### src/rtl/cv32e40p_x_if_pkg.sv
// Shared types for the x-interface result path: the buffered result entry
// and a helper that maps a register address to its pending bit.
package cv32e40p_x_if_pkg;

    localparam int XLEN = 32;

    typedef struct packed {
        logic [4:0]      rd;
        logic [XLEN-1:0] data;
        logic            err;
    } x_result_entry_t;

    function automatic logic [31:0] rd_onehot(input logic [4:0] rd);
        logic [31:0] v;
        v     = '0;
        v[rd] = 1'b1;
        return v;
    endfunction

endpackage

### src/rtl/cv32e40p_x_result_buf_if.sv
// Coprocessor result channel. A result transfers on a rising clock edge where
// valid and ready are both high; ready never depends on valid in the same cycle.
interface cv32e40p_x_result_buf_if #(
    parameter int XLEN = 32
);
    logic            valid;
    logic            ready;
    logic [4:0]      rd;
    logic [XLEN-1:0] data;
    logic            we;
    logic            err;

    modport master (output valid, rd, data, we, err, input ready);
    modport slave  (input valid, rd, data, we, err, output ready);
endinterface

### src/rtl/cv32e40p_x_result_fifo.sv
// Circular result store with wrap-around pointers and an occupancy count.
// Exposes per-slot valid and rd so the owner can build a pending mask.
module cv32e40p_x_result_fifo
    import cv32e40p_x_if_pkg::*;
#(
    parameter int DEPTH = 4
) (
    input  logic                  clk_i,
    input  logic                  rst_i,
    input  logic                  push_i,
    input  x_result_entry_t       push_entry_i,
    input  logic                  pop_i,
    output x_result_entry_t       head_o,
    output logic                  full_o,
    output logic                  empty_o,
    output logic [DEPTH-1:0]      entry_valid_o,
    output logic [DEPTH-1:0][4:0] entry_rd_o
);
    localparam int AW = $clog2(DEPTH);
    localparam int CW = AW + 1;

    x_result_entry_t r_mem [DEPTH];
    logic [AW-1:0]   r_rptr;
    logic [AW-1:0]   r_wptr;
    logic [CW-1:0]   r_count;

    always_ff @(posedge clk_i) begin
        if (rst_i) begin
            r_rptr  <= '0;
            r_wptr  <= '0;
            r_count <= '0;
        end else begin
            if (push_i) r_wptr <= r_wptr + AW'(1);
            if (pop_i)  r_rptr <= r_rptr + AW'(1);
            case ({push_i, pop_i})
                2'b10:   r_count <= r_count + CW'(1);
                2'b01:   r_count <= r_count - CW'(1);
                default: r_count <= r_count;
            endcase
        end
    end

    always_ff @(posedge clk_i) begin
        if (push_i) r_mem[r_wptr] <= push_entry_i;
    end

    assign head_o  = r_mem[r_rptr];
    assign full_o  = (r_count == CW'(DEPTH));
    assign empty_o = (r_count == '0);

    // A slot is live when its distance from the read pointer is below count.
    for (genvar i = 0; i < DEPTH; i++) begin : g_slot
        logic [AW-1:0] w_off;
        assign w_off            = AW'(i) - r_rptr;
        assign entry_valid_o[i] = ({1'b0, w_off} < r_count);
        assign entry_rd_o[i]    = r_mem[i].rd;
    end

endmodule

### src/rtl/cv32e40p_x_result_buf.sv
// Buffers coprocessor results and retires them into the register file in
// cycles the core writeback stage leaves the write port free.
module cv32e40p_x_result_buf
    import cv32e40p_x_if_pkg::*;
#(
    parameter int DEPTH = 4,
    parameter int XLEN  = cv32e40p_x_if_pkg::XLEN
) (
    input  logic                      clk_i,
    input  logic                      rst_i,
    cv32e40p_x_result_buf_if.slave    x_result,
    input  logic                      core_we_wb_i,
    output logic                      rf_we_o,
    output logic [4:0]                rf_waddr_o,
    output logic [XLEN-1:0]           rf_wdata_o,
    output logic                      sb_clr_valid_o,
    output logic [4:0]                sb_clr_addr_o,
    output logic                      err_o,
    output logic [31:0]               pending_o,
    output logic                      empty_o
);
    x_result_entry_t       w_push_entry;
    x_result_entry_t       w_head;
    logic                  w_full;
    logic                  w_empty;
    logic                  w_accept;
    logic                  w_push;
    logic                  w_pop;
    logic [DEPTH-1:0]      w_entry_valid;
    logic [DEPTH-1:0][4:0] w_entry_rd;
    logic [31:0]           w_pending;

    assign x_result.ready = ~w_full & ~rst_i;
    assign w_accept       = x_result.valid & x_result.ready;
    // Results with neither a writeback nor an error have nothing to retire.
    assign w_push         = w_accept & (x_result.we | x_result.err);

    assign w_push_entry.rd   = x_result.rd;
    assign w_push_entry.data = x_result.data;
    assign w_push_entry.err  = x_result.err;

    // Errored entries skip the register file, so they never wait for the port.
    assign w_pop = ~w_empty & ~rst_i & (w_head.err | ~core_we_wb_i);

    cv32e40p_x_result_fifo #(
        .DEPTH (DEPTH)
    ) u_fifo (
        .clk_i         (clk_i),
        .rst_i         (rst_i),
        .push_i        (w_push),
        .push_entry_i  (w_push_entry),
        .pop_i         (w_pop),
        .head_o        (w_head),
        .full_o        (w_full),
        .empty_o       (w_empty),
        .entry_valid_o (w_entry_valid),
        .entry_rd_o    (w_entry_rd)
    );

    assign rf_we_o        = w_pop & ~w_head.err & (w_head.rd != 5'd0);
    assign rf_waddr_o     = w_head.rd;
    assign rf_wdata_o     = w_head.data;
    assign sb_clr_valid_o = w_pop;
    assign sb_clr_addr_o  = w_head.rd;
    assign err_o          = w_pop & w_head.err;

    always_comb begin
        w_pending = '0;
        for (int i = 0; i < DEPTH; i++) begin
            if (w_entry_valid[i]) w_pending = w_pending | rd_onehot(w_entry_rd[i]);
        end
        w_pending[0] = 1'b0;
    end

    assign pending_o = rst_i ? 32'd0 : w_pending;
    assign empty_o   = w_empty | rst_i;

endmodule
### src/flat_wrapper.sv
// flat-port wrapper written by rule: the top's interface ports become plain ports
module cv32e40p_x_result_buf_flat import cv32e40p_x_if_pkg::*;
#(
    parameter int DEPTH = 4,
    parameter int XLEN  = cv32e40p_x_if_pkg::XLEN
)
  (clk_i, rst_i, core_we_wb_i, rf_we_o, rf_waddr_o, rf_wdata_o, sb_clr_valid_o, sb_clr_addr_o, err_o, pending_o, empty_o, x_result_valid, x_result_rd, x_result_data, x_result_we, x_result_err, x_result_ready);
  cv32e40p_x_result_buf_if #(.XLEN(XLEN)) x_result_i ();
  input  logic clk_i;
  input  logic rst_i;
  input  logic core_we_wb_i;
  output logic rf_we_o;
  output logic [4:0] rf_waddr_o;
  output logic [XLEN-1:0] rf_wdata_o;
  output logic sb_clr_valid_o;
  output logic [4:0] sb_clr_addr_o;
  output logic err_o;
  output logic [31:0] pending_o;
  output logic empty_o;
  input wire logic [$bits(x_result_i.valid)-1:0] x_result_valid;
  input wire logic [$bits(x_result_i.rd)-1:0] x_result_rd;
  input wire logic [$bits(x_result_i.data)-1:0] x_result_data;
  input wire logic [$bits(x_result_i.we)-1:0] x_result_we;
  input wire logic [$bits(x_result_i.err)-1:0] x_result_err;
  output wire logic [$bits(x_result_i.ready)-1:0] x_result_ready;
  assign x_result_i.valid = x_result_valid;
  assign x_result_i.rd = x_result_rd;
  assign x_result_i.data = x_result_data;
  assign x_result_i.we = x_result_we;
  assign x_result_i.err = x_result_err;
  assign x_result_ready = x_result_i.ready;
  cv32e40p_x_result_buf #(.DEPTH(DEPTH), .XLEN(XLEN)) u_core (.clk_i(clk_i), .rst_i(rst_i), .x_result(x_result_i), .core_we_wb_i(core_we_wb_i), .rf_we_o(rf_we_o), .rf_waddr_o(rf_waddr_o), .rf_wdata_o(rf_wdata_o), .sb_clr_valid_o(sb_clr_valid_o), .sb_clr_addr_o(sb_clr_addr_o), .err_o(err_o), .pending_o(pending_o), .empty_o(empty_o));
endmodule
### config.mk
export PLATFORM = sky130hd
export DESIGN_NAME = cv32e40p_x_result_buf_flat
export DESIGN_NICKNAME = d
export VERILOG_FILES = /design/src/rtl/cv32e40p_x_if_pkg.sv /design/src/rtl/cv32e40p_x_result_buf_if.sv /design/src/rtl/cv32e40p_x_result_fifo.sv /design/src/rtl/cv32e40p_x_result_buf.sv /design/src/flat_wrapper.sv
export SDC_FILE = /design/constraint.sdc
export NUM_CORES = 1
export LEC_CHECK = 0
export ABC_AREA = 1
export CAP_MARGIN = 20
export CORE_MARGIN = 1.5
export CORE_UTILIZATION = 50
export CTS_BUF_LIST = sky130_fd_sc_hd__clkbuf_4
export DETAILED_ROUTE_END_ITERATION = 10
export GPL_TIMING_DRIVEN = 0
export PLACE_DENSITY_LB_ADDON = 0.12
export SKIP_LAST_GASP = 1
export SLEW_MARGIN = 20
export SYNTH_ARGS = -nofsm -noshare
export SYNTH_HDL_FRONTEND = slang
export SYNTH_HIERARCHICAL = 1
export SYNTH_SLANG_ARGS = --single-unit
### constraint.sdc
create_clock -name clk_i -period 9.3 [get_ports clk_i]
set_clock_uncertainty 0.2 [all_clocks]
set_input_delay 2.79 -clock clk_i [delete_from_list [all_inputs] [get_ports clk_i]]
set_output_delay 2.79 -clock clk_i [all_outputs]
set_load 0.02 [all_outputs]
==> flow_metrics.py <==
metrics = {
    "logic_synthesis": {
        "synth.area.top_cells": "edfxtp_1 (58%), nand2_1 (9.8%), nor2_1 (8.8%), o21ai_0 (4.9%), o22ai_1 (3.0%)",
        "syn_area_mm2": 0.00785,
        "ys_types": 29,
        "synthesis.nets": 884,
        "yosysWarningCount": 6,
        "synth_top_area_cell": "edfxtp_1",
        "ys_seq_elements": 161,
        "seq_area_frac_synth_pct": 60.5,
        "syn_inst": 831,
        "syn_avg_cell_area_um2": 9.44,
        "synth_top_area_share_pct": 58.2,
    },
    "cells_and_area": {
        "final_common_cell": "nand2_1",
        "final_cell_mix": "nand2_1 (204), nor2_1 (183), edfxtp_1 (152)",
        "final_cell_area_mm2": 0.00967,
        "syn2layout_area_growth_pct": 23.3,
        "final_nets": 1027,
        "drive_gt1_share_pct": 10.2,
    },
    "critical_path": {
        "ff2ff_path_depth": 16,
        "crit_fanout": 7,
        "start_kind": "input port",
        "crit_slowest_cell": "clkdlybuf4s50_1",
        "cp_cell_sequence": "clkdlybuf4s50_1 -> clkbuf_1 -> nor2_1 -> inv_1 -> a21oi_1 -> nand2_1 -> a21oi_1 -> clkdlybuf4s50_1",
        "required_ns": 6.31,
        "r2r_setup_slack_ns": 6.16,
        "timing.critical_path.arrival_ns": 5.03,
        "max_stage_delay_ns": 0.63,
        "path_class": "input port to output pin",
        "crit_path_end_kind": "output pin",
        "rr_endpoint": "u_core/u_fifo/r_count[2]",
    },
    "floorplan": {
        "die_width_um": 128,
        "die_area_mm2": 0.0165,
        "core_mm2": 0.0153,
        "rows": 45,
        "start_util_pct": 51.4,
        "die_h_um": 128,
        "ios": 122,
    },
    "min_path": {
        "hold_path_end": "u_core/u_fifo/r_wptr[1]",
        "hold_class": "flop to flop",
        "min_path_cells": 2,
        "hp-start": "u_core/u_fifo/r_wptr[1]",
    },
    "flow_run": {
        "drv_cap": 0,
    },
    "cts": {
        "cts_resized": 0,
        "clock_sinks": 161,
        "cts_buffers": 17,
        "post_cts_buffers": 0,
        "htreeDepth": 4,
        "clk_pin_slew_worst_paths_ns": 0.15,
        "postCtsHoldBufs": 0,
        "cts_tree": "yes",
        "root_buffer": "clkbuf_4",
        "clock_latency_ns": 0.54,
        "clockBufferDepth": 2,
    },
    "power_and_ir_drop": {
        "ir_drop_mv": 0.134,
        "p_per_area_mw_per_mm2": 171,
        "p_leak_nw": 3.76,
    },
    "status": {
        "status": "finished, final reports clean",
    },
    "routing": {
        "drc": 0,
        "antenna_left": 0,
        "vias_per_cell": 5.05,
        "drtIter0Drc": 467,
        "routedWlPerCell_um": 15.3,
        "dr.pass1.iters": 5,
        "vias": 6058,
        "wl_um": 18400,
    },
    "place": {
        "dpl_cell_area_mm2": 0.00940,
        "dp_hpwl_um": 12900,
        "place.gp.congestion": 0.891,
        "portBuffers": 120,
    },
    "sta": {
        "drv_slew": 0,
        "slew_headroom_pct": 54.4,
        "report.final.hold_viol_count": 0,
        "rsz0062_at_grt": "false",
        "fmax_mhz": 125,
        "period_share_pct": 86.3,
        "min_period_ns": 8.02,
        "setup_viol": 0,
        "worst_pin_slew_ns": 0.677,
        "tns_ns": 0,
    },
    "grt": {
        "grt_max_degree": 30,
        "grt_pass1_vias": 5493,
        "grt_pass1_wl_um": 28300,
        "track_usage_pct": 22.9,
        "antenna_found_initial": 1,
        "grt_remaining_overflow": 0,
    },
}
## cells by family (layout without fill, tap and decap cells)
group / after synthesis / after routing / synth area share (%)
fa+ha+maj: 10 / 10 / 1.69
xor+xnor: 1 / 1 / 0.112
buf+inv: 105 / 261 / 7.22
flops: 161 / 161 / 60.5
compound gates: 136 / 136 / 9.34
simple gates: 417 / 417 / 21.1
other cells: 1 / 2 / 0.0478
## metal layers
metal  part of all wire [%]  vias to the layer above  GRT usage [%]
li1                       -                     3062              -
met1                     44                     2770           30.5
met2                     49                      210           37.9
met3                    5.9                       16           4.51
met4                    1.3                        0           7.60
met5                      0                        -              0
## how the worst max path moves through the flow
stage                      from      end  slack, ns  depth (start not counted)
after floorplan           rst_i  rf_we_o       2.18                          6
after global placement    rst_i  rf_we_o       1.26                          8
after detailed placement  rst_i  rf_we_o       1.25                          8
after CTS                 rst_i  rf_we_o       1.24                          8
after global routing      rst_i  rf_we_o       1.09                          8
final                     rst_i  rf_we_o       1.28                          8
## where the power goes
part           switching (mW)  internal, mW  total (mW)
logic                   0.270         0.178       0.448
registers             0.00902         0.813       0.822
clock network           0.265         0.121       0.386
total                   0.545          1.11        1.66
## state kept, by name (all words and copies together), names as in the netlist, named ones only
register	cells
u_core/u_fifo/r_count	3
u_core/u_fifo/r_mem	152
u_core/u_fifo/r_rptr	2
u_core/u_fifo/r_wptr	2
## per-stage QoR
step	hold WS (ns)	setup slack [ns]	total power, mW	instances	util [%]
floorplan	0.279	2.18	1.09	831	-
global placement	0.308	1.26	1.28	1162	61.0
detailed placement	0.319	1.25	1.29	1166	61.6
CTS	0.350	1.24	1.66	1198	63.4
global route	0.372	1.09	1.73	1199	63.4
finish	0.354	1.28	1.66	1199	63.4
## synth_stat cells
cell type / number
nand4_1: 1
o21a_1: 2
o22ai_1: 38
edfxtp_1: 152
conb_1: 1
nor2_1: 183
nor2_4: 2
inv_2: 5
clkbuf_2: 4
or2_2: 1
nor3_1: 6
o21ai_1: 8
ha_1: 9
nand2_1: 204
o21ai_0: 77
buf_2: 5
clkbuf_1: 9
inv_1: 45
nor3_4: 1
nand3_1: 12
buf_4: 31
nand2_2: 2
fa_1: 1
nor3_2: 4
dfxtp_1: 9
xor2_1: 1
buf_6: 6
a21oi_1: 11
nand3_2: 1
## worst max-delay path, delay by kind of cell
family                 cells  cell delay, ns
AO/OA/AOI/OAI              2            0.59
AND/OR/NAND/NOR            2            0.30
buffers and inverters      4            1.34
## layout make-up
type | count | area, um2
diodes | 1 | 2.50
plain buffers | 55 | 379
clock buffers | 17 | 128
clock inverters | 15 | 143
fillers | 1279 | 5590
inverters | 50 | 188
multi-input cells | 565 | 2530
flip-flops and latches | 161 | 4740
well taps | 211 | 264
repair buffers | 124 | 1290
No activity file was read; power rests on OpenSTA's default activity.
